<file path="src/rtl/tiny_rv_fetch_pkg.sv">
// tiny_rv_fetch_pkg: shared opcode constants and fetch state encoding
package tiny_rv_fetch_pkg;
  localparam logic [31:0] RV_NOP_INST = 32'h0000_0013;
  typedef enum logic [1:0] {IDLE, REQ, HOLD, DRAIN} fetch_state_e;
endpackage

</file>
<file path="src/rtl/tiny_rv_fetch_skid.sv">
// tiny_rv_fetch_skid: one-entry {pc, inst} buffer catching a word returned while decode stalls
module tiny_rv_fetch_skid (
  input  logic        i_clk,
  input  logic        i_reset,
  input  logic        i_load,
  input  logic        i_unload,
  input  logic        i_clear,
  input  logic [31:0] i_pc,
  input  logic [31:0] i_inst,
  output logic        o_valid,
  output logic [31:0] o_pc,
  output logic [31:0] o_inst
);
  always_ff @(posedge i_clk) begin
    if (i_reset || i_clear || i_unload) o_valid <= 1'b0;
    else if (i_load) o_valid <= 1'b1;
    if (i_load) begin
      o_pc   <= i_pc;
      o_inst <= i_inst;
    end
  end
endmodule

</file>
<file path="src/rtl/tiny_rv_fetch.sv">
// tiny_rv_fetch: single-outstanding instruction fetch with skid buffer and redirect/drain handling
module tiny_rv_fetch
  import tiny_rv_fetch_pkg::*;
#(
  parameter logic [31:0] RESET_PC    = 32'h0000_0000,
  parameter logic [31:0] BUBBLE_INST = RV_NOP_INST
) (
  input  logic        i_clk,
  input  logic        i_reset,
  input  logic        i_pipe_stall,
  input  logic        i_redirect_valid,
  input  logic [31:0] i_redirect_pc,
  output logic        o_imem_req,
  output logic [31:0] o_imem_addr,
  input  logic        i_imem_ack,
  input  logic [31:0] i_imem_rdata,
  output logic        fetch_valid,
  output logic [31:0] fetch_pc,
  output logic [31:0] fetch_inst
);
  fetch_state_e r_state;
  logic [31:0]  r_pc;
  logic         w_ack, w_slot_free, w_load, w_unload, w_buf_valid;
  logic [31:0]  w_redir_pc, w_pc_next, w_buf_pc, w_buf_inst;

  assign w_ack       = i_imem_ack && o_imem_req;
  assign w_slot_free = !fetch_valid || !i_pipe_stall;
  assign w_redir_pc  = {i_redirect_pc[31:2], 2'b00};
  assign w_pc_next   = r_pc + 32'd4;
  assign w_load      = !i_redirect_valid && r_state == REQ && w_ack && !w_slot_free;
  assign w_unload    = !i_redirect_valid && r_state == HOLD && !i_pipe_stall;

  tiny_rv_fetch_skid u_skid (
    .i_clk   (i_clk),
    .i_reset (i_reset),
    .i_load  (w_load),
    .i_unload(w_unload),
    .i_clear (i_redirect_valid),
    .i_pc    (o_imem_addr),
    .i_inst  (i_imem_rdata),
    .o_valid (w_buf_valid),
    .o_pc    (w_buf_pc),
    .o_inst  (w_buf_inst)
  );

  always_ff @(posedge i_clk) begin
    if (i_reset) begin
      r_state     <= IDLE;
      r_pc        <= RESET_PC;
      o_imem_req  <= 1'b0;
      o_imem_addr <= RESET_PC;
      fetch_valid <= 1'b0;
      fetch_pc    <= 32'd0;
      fetch_inst  <= BUBBLE_INST;
    end else if (i_redirect_valid) begin
      r_pc        <= w_redir_pc;
      fetch_valid <= 1'b0;
      fetch_inst  <= BUBBLE_INST;
      if (o_imem_req && !i_imem_ack) r_state <= DRAIN;
      else begin
        r_state     <= REQ;
        o_imem_req  <= 1'b1;
        o_imem_addr <= w_redir_pc;
      end
    end else begin
      case (r_state)
        IDLE: begin
          r_state     <= REQ;
          o_imem_req  <= 1'b1;
          o_imem_addr <= r_pc;
        end
        REQ: begin
          if (w_ack && w_slot_free) begin
            fetch_valid <= 1'b1;
            fetch_pc    <= o_imem_addr;
            fetch_inst  <= i_imem_rdata;
            r_pc        <= w_pc_next;
            o_imem_addr <= w_pc_next;
          end else if (w_ack) begin
            r_pc       <= w_pc_next;
            o_imem_req <= 1'b0;
            r_state    <= HOLD;
          end else if (w_slot_free) begin
            fetch_valid <= 1'b0;
            fetch_inst  <= BUBBLE_INST;
          end
        end
        HOLD: begin
          if (!i_pipe_stall) begin
            fetch_valid <= w_buf_valid;
            fetch_pc    <= w_buf_pc;
            fetch_inst  <= w_buf_inst;
            o_imem_req  <= 1'b1;
            o_imem_addr <= r_pc;
            r_state     <= REQ;
          end
        end
        DRAIN: begin
          // the stale word is dropped; the redirect target goes out next
          if (w_ack) begin
            o_imem_addr <= r_pc;
            r_state     <= REQ;
          end
        end
      endcase
    end
  end
endmodule

</file>
<file path="config.mk">
export PLATFORM = sky130hd
export DESIGN_NAME = tiny_rv_fetch
export DESIGN_NICKNAME = d
export VERILOG_FILES = /design/src/rtl/tiny_rv_fetch_pkg.sv /design/src/rtl/tiny_rv_fetch_skid.sv /design/src/rtl/tiny_rv_fetch.sv
export SDC_FILE = /design/constraint.sdc
export NUM_CORES = 1
export LEC_CHECK = 0
export CAP_MARGIN = 5
export CORE_UTILIZATION = 55
export DETAILED_ROUTE_END_ITERATION = 8
export GPL_ROUTABILITY_DRIVEN = 0
export PLACE_DENSITY_LB_ADDON = 0.2
export REMOVE_ABC_BUFFERS = 1
export SLEW_MARGIN = 5
export SYNTH_ARGS = -nofsm -noshare
export SYNTH_HDL_FRONTEND = slang
export SYNTH_SLANG_ARGS = --single-unit
</file>
<file path="constraint.sdc">
create_clock -name i_clk -period 14.09 [get_ports i_clk]
set_clock_uncertainty 0.2 [all_clocks]
set_input_delay 2.818 -clock i_clk [delete_from_list [all_inputs] [get_ports i_clk]]
set_output_delay 2.818 -clock i_clk [all_outputs]
set_load 0.01 [all_outputs]
</file>
# Word level (Yosys, flattened, before mapping)
# Cells that the tools add are included.
dict set report classes {
  n_addsub 1
  bitwise 1
  mux 36
  eq_ne 13
  n_reduce_logical 30
}
# cell n
set ops {}
lappend ops {{$mux 32} 15}
lappend ops {{$pmux 32 s2} 2}
lappend ops {{$pmux 32 s4} 1}
lappend ops {{$add 32x3->32 const B} 1}
lappend ops {{$reduce_and 4->1} 4}
lappend ops {{$mux 2} 6}
lappend ops {{$ne 3x3->1 const B} 4}
lappend ops {{$mux 1} 9}
lappend ops {{$ne 3x2->1 const B} 3}
lappend ops {{$logic_and 1x1->1} 8}
lappend ops {{$pmux 2 s4} 1}
lappend ops {{$reduce_bool 2->1} 3}
lappend ops {{$logic_not 1->1} 5}
lappend ops {{$reduce_and 5->1} 1}
lappend ops {{$eq 2x2->1 const B} 2}
lappend ops {{$ne 2x2->1 const B} 2}
lappend ops {{$reduce_and 2->1} 2}
lappend ops {{$reduce_bool 4->1} 1}
lappend ops {{$logic_or 1x1->1} 3}
lappend ops {{$pmux 1 s3} 1}
lappend ops {{$reduce_bool 3->1} 1}
lappend ops {{$eq 2x1->1 const B} 1}
lappend ops {{$logic_not 2->1} 1}
lappend ops {{$ne 2x1->1 const B} 1}
lappend ops {{3 further kinds} 3}
dict set report totals {
  in_bits 69
  ff_bits 197
}

# Depth between registers and ports, before layout
dict set report depth {
  word_depth 6
  depth_mapped 10
}

# By module
# Synthesis repeated with hierarchy kept, for this count alone.
dict set report unflattened {
  hier_cells 859
  area_unflattened_um2 8595.7
}
# mod seq_area_each_um2 cells_per_inst n_inst area_per_inst_um2
set by_module_without_submodules {}
lappend by_module_without_submodules {tiny_rv_fetch 2562.5 792 1 6637.6}
lappend by_module_without_submodules {tiny_rv_fetch_skid 1941.9 67 1 1958.1}

# Worst setup path after synthesis
# OpenSTA, ideal clock, no wires.
dict set report synth_timing {
  path_type {input to register}
  from {input i_redirect_valid}
  to {register u_skid.o_valid}
  cell_stages 5
  arrival_time_ps 6490
  setup_slack_ps 7329
  cell_sequence {clkbuf_1 > inv_2 > nand2_1 > nor2_1 > o221a_2}
}
dict set report synth_via {
  elab_chain_cells 4
  elab_cells_between_ends 8
}
# element line
set synth_rtl {}
lappend synth_rtl {{from (decl)} tiny_rv_fetch.sv:11} ;# input logic i_redirect_valid,
lappend synth_rtl {{$logic_not 1->1} tiny_rv_fetch.sv:30} ;# assign w_load = !i_redirect_valid && r_state == REQ && w_ack && !w_slot_free;
lappend synth_rtl {{$logic_and 1x1->1 (3 in a row)} tiny_rv_fetch.sv:30}
lappend synth_rtl {{via u_skid.i_load} tiny_rv_fetch_skid.sv:5} ;# input logic i_load,
lappend synth_rtl {{to (signal assigned)} tiny_rv_fetch_skid.sv:15} ;# if (i_reset || i_clear || i_unload) o_valid <= 1'b0;
lappend synth_rtl {{to (signal assigned)} tiny_rv_fetch_skid.sv:16} ;# else if (i_load) o_valid <= 1'b1;
lappend synth_rtl {{to (decl)} tiny_rv_fetch_skid.sv:10} ;# output logic o_valid,
# The timed path passes the listed nets, and every way through them passes these cells.
# A chain may end at the register's enable or synchronous reset.

# Final worst setup path
dict set report layout_timing {
  from {input i_pipe_stall}
  to {register o_imem_addr[21]}
}
dict set report layout_via {
  elab_chain_cells 5
  elab_cells_between_ends 6
}
# element line
set layout_rtl {}
lappend layout_rtl {{from (decl)} tiny_rv_fetch.sv:10} ;# input logic i_pipe_stall,
lappend layout_rtl {{$logic_not 1->1} --}
lappend layout_rtl {{$logic_or 1x1->1} tiny_rv_fetch.sv:27} ;# assign w_slot_free = !fetch_valid || !i_pipe_stall;
lappend layout_rtl {{$logic_and 1x1->1} tiny_rv_fetch.sv:73} ;# if (w_ack && w_slot_free) begin
lappend layout_rtl {{$ne 3x2->1 (no line)} --}
lappend layout_rtl {{$reduce_and 4->1 (no line) *} --}
lappend layout_rtl {{to (signal assigned)} tiny_rv_fetch.sv:70} ;# o_imem_addr <= r_pc;
lappend layout_rtl {{to (signal assigned)} tiny_rv_fetch.sv:78} ;# o_imem_addr <= w_pc_next;
lappend layout_rtl {{to (signal assigned)} tiny_rv_fetch.sv:94} ;# o_imem_addr <= r_pc;
lappend layout_rtl {{to (decl)} tiny_rv_fetch.sv:14} ;# output logic [31:0] o_imem_addr,
# Mark *: on every way between the ends. The rest lies on a longest branch, timed or not.

==> flow_summary.json <==
{
  "outcome": "finished, final reports clean",
  "viasPerCell": 5.94,
  "power_per_cell_area_nw_per_um2": 125,
  "ys.warnings.count": 0,
  "grt_overflow_total": 0,
  "synth_top_cell_by_area": "dfxtp_1",
  "totalWireLength_mm": 20.2,
  "synth.avg_cell_area_sq_um": 9.91,
  "synth_async_sr_flop_share_pct": 0,
  "ctsHtreeMaxLevel": 4,
  "io_pins": 167,
  "leakage_nw": 3.63,
  "worst_hold_path_type": "reg2reg",
  "critical_path.n_buffers_inverters": 1,
  "num_cts_buffers": 17,
  "cts_tree": "built",
  "total_vias_in_the_final_route": 6974,
  "cts_sinks": 189,
  "cts.clk_slew.worst_paths_ns": 0.07,
  "worstPathArrival_ns": 5.54,
  "timing.slew.headroom_pct": 33.2,
  "drv_cap": 0,
  "wl_per_cell_um": 17.2,
  "critPathMaxStageDelay_ns": 0.81,
  "dieHeight_um": 127,
  "wl_met3_mm": 1.05,
  "final_hold_viol_count": 0,
  "placement.io_buffers": 160,
  "worst-endpoint-required_ns": 14.21,
  "ys_flop_type": "dfxtp_1",
  "die-area_sq_um": 16000,
  "first_global_vias": 6498,
  "place.detailed.hpwl_mm": 13.2,
  "layout.core_utilization_pct": 70.7,
  "initial_core_util_pct": 56.2,
  "row_count": 45,
  "placeableCoreArea_sq_um": 15200,
  "grt_setup_unrepaired": "no",
  "fin_crit_ns": 5.42,
  "clock_tree.root_cell": "clkbuf_16",
  "worst_path_dominant_cell_family": "compound AO/OA/AOI/OAI gates",
  "number_of_antenna_violations_at_the_first_check_in_global_routing": 0,
  "cp_cell_sequence": "clkdlybuf4s50_1 > nand2_1 > a22oi_2 > a21o_1 > a21oi_1 > a221oi_1",
  "worst_hold_slack_ns": 0.292,
  "max_clock_freq_mhz": 185,
  "top_layer_used": "met4",
  "number_of_buffers_inserted_to_repair_setup_after_cts": 0,
  "dr.pass1.iters": 5,
  "synth.lib_cells_used.distinct": 60,
  "report.final.slew_viol_count": 0,
  "final_layout_size_suffix_gt1_share_pct": 6.69,
  "detail_route.drc_violations": 0,
  "n_antenna_cell": 0,
  "ctsResizeCount": 0,
  "setup.worst_path.class": "in2reg",
  "cell_area_after_technology_mapping_sq_um": 8550,
  "netlist.area_leader.share_pct": 29.8,
  "synth_edf_count": 62,
  "die_extent_in_x_um": 127,
  "finalSetupTns_ns": 0,
  "synth_area_leaders": "dfxtp_1, edfxtp_1, a211oi_1, nor2_1, mux2i_1",
  "start_kind": "input pin",
  "vdd_drop_max_mv": 0.0980,
  "r2r_slack_ns": 10.83,
  "synthesis_stage_register_bit_count": 189,
  "cts.path.max_buffers": 2,
  "endpoint_kind": "register",
  "layout_overhead_on_the_synthesized_area_pct": 25.8,
  "synth-seq-area-share_pct": 51.5,
  "stdcell_count": 1175,
  "placedCellCount": 1143,
  "largest_net_degree_at_the_start_of_global_routing": 66,
  "insertion_delay_ns": 0.43,
  "grtUsageTotal_pct": 25.9,
  "period_share_pct": 38.4,
  "worstMarginPinSlew_ns": 1.00,
  "power.total_mw": 1.34,
  "detail_route.wirelength.met1_mm": 9.28,
  "worst_path_max_delay_cell": "a21o_1",
  "postSynthCellCount": 862,
  "drt.antenna.violating_nets": 0,
  "met2_length_mm": 9.58,
  "design.final.nets": 1048,
  "crit_fanout": 29,
  "grt_pass1_wl_mm": 33.1,
  "drt_iter0_markers": 644,
  "cts.hold.buffers_added": 0,
  "layout.filler_cells": 1178,
  "setup-violations-final": 0
}
-- power by group --
part / total, mW / internal, mW / switching (mW) / leakage (nW)
sequential: 0.626 / 0.596 / 0.0296 / 1.60
combinational: 0.227 / 0.110 / 0.117 / 1.74
clock: 0.488 / 0.271 / 0.217 / 0.291
total: 1.34 / 0.977 / 0.364 / 3.63
-- cell families (layout without fill, tap and decap cells) --
family	Yosys count	count (layout)	share of synthesized area, %
mux	33	33	3.87
xor+xnor	45	45	4.61
other cells	1	4	0.0439
flops	189	189	51.5
buf+inv	90	212	4.61
simple gates	269	269	15.5
compound gates	230	230	19.0
fa+ha+maj	5	5	0.732
-- flip-flops by register name (all words and copies together) (netlist names) --
name	flops
fetch_inst	32
u_skid.o_inst	32
fetch_pc	30
o_imem_addr	30
r_pc	30
u_skid.o_pc	30
r_state	2
fetch_valid	1
o_imem_req	1
u_skid.o_valid	1
-- Yosys cell counts (12+ instances only) --
master,number
dfxtp_1,127
nor2_1,93
a211oi_1,74
edfxtp_1,62
nand2_1,61
clkbuf_1,54
a21oi_1,38
mux2i_1,33
a22oi_1,30
nand3_1,27
xnor2_1,26
o21ai_0,24
nand4_1,19
xor2_1,19
nand2b_1,18
buf_2,12
nor4_1,12
o211ai_1,12
-- worst reg2reg max path, delay by kind of cell (launching register included) --
kind	cells	cell delay [ns]
flip-flops	1	0.36
adder cells (fa/ha/maj)	1	0.14
buffers and inverters	3	0.52
AO/OA/AOI/OAI	3	1.38
AND/OR/NAND/NOR	1	0.57
-- path summary, 6_finish.rpt --
kind | start | endpoint | depth (start not counted)
worst min register to register | o_imem_addr[7] | u_skid.o_pc[7] | 0
worst min-delay path | o_imem_addr[7] | u_skid.o_pc[7] | 0
worst max-delay path | i_pipe_stall | o_imem_addr[21] | 6
worst max register to register | r_state[1] | o_imem_addr[21] | 8
-- cells in the final DEF (no fill, tap or decap), types with 5 or more instances in the layout --
cell type,Yosys,final
a211oi_1,74,74
a21oi_1,38,36
a221oi_1,10,10
a22oi_1,30,30
a31oi_1,7,7
and3_1,7,7
and4_1,5,5
buf_4,9,11
clkbuf_16,0,17
clkdlybuf4s50_1,0,158
dfxtp_1,127,127
edfxtp_1,62,62
inv_1,8,8
inv_6,0,6
mux2i_1,33,33
nand2_1,61,61
nand2b_1,18,18
nand3_1,27,27
nand4_1,19,19
nor2_1,93,91
nor3_1,10,10
nor4_1,12,12
o211a_1,5,5
o211ai_1,12,12
o21ai_0,24,24
xnor2_1,26,26
xor2_1,19,19
-- per-layer routing --
layer  track usage (%)  vias up
met5                 0        -
met4              9.31        0
met3              4.56       34
met1              34.8     3293
met2              42.2      231
li1                  -     3416
-- final cells by class --
type / instances / area (sq um) / area share, %
Sequential cell: 189 / 4400 / 41.0
Multi-Input combinational cell: 586 / 3810 / 35.4
Timing Repair Buffer: 171 / 1670 / 15.6
Clock buffer: 19 / 443 / 4.12
Tap cell: 188 / 235 / 2.19
Clock inverter: 13 / 150 / 1.40
Inverter: 9 / 33.8 / 0.314
-- metrics by stage --
stage                     instance area [sq um]  setup slack, ns
after floorplan                            8200             6.84
after global placement                    10200             8.26
after detailed placement                  10200             8.24
after CTS                                 10700             8.68
after global routing                      10700             8.47
final                                     10700             8.67
No activity file was read; power rests on OpenSTA's default activity.
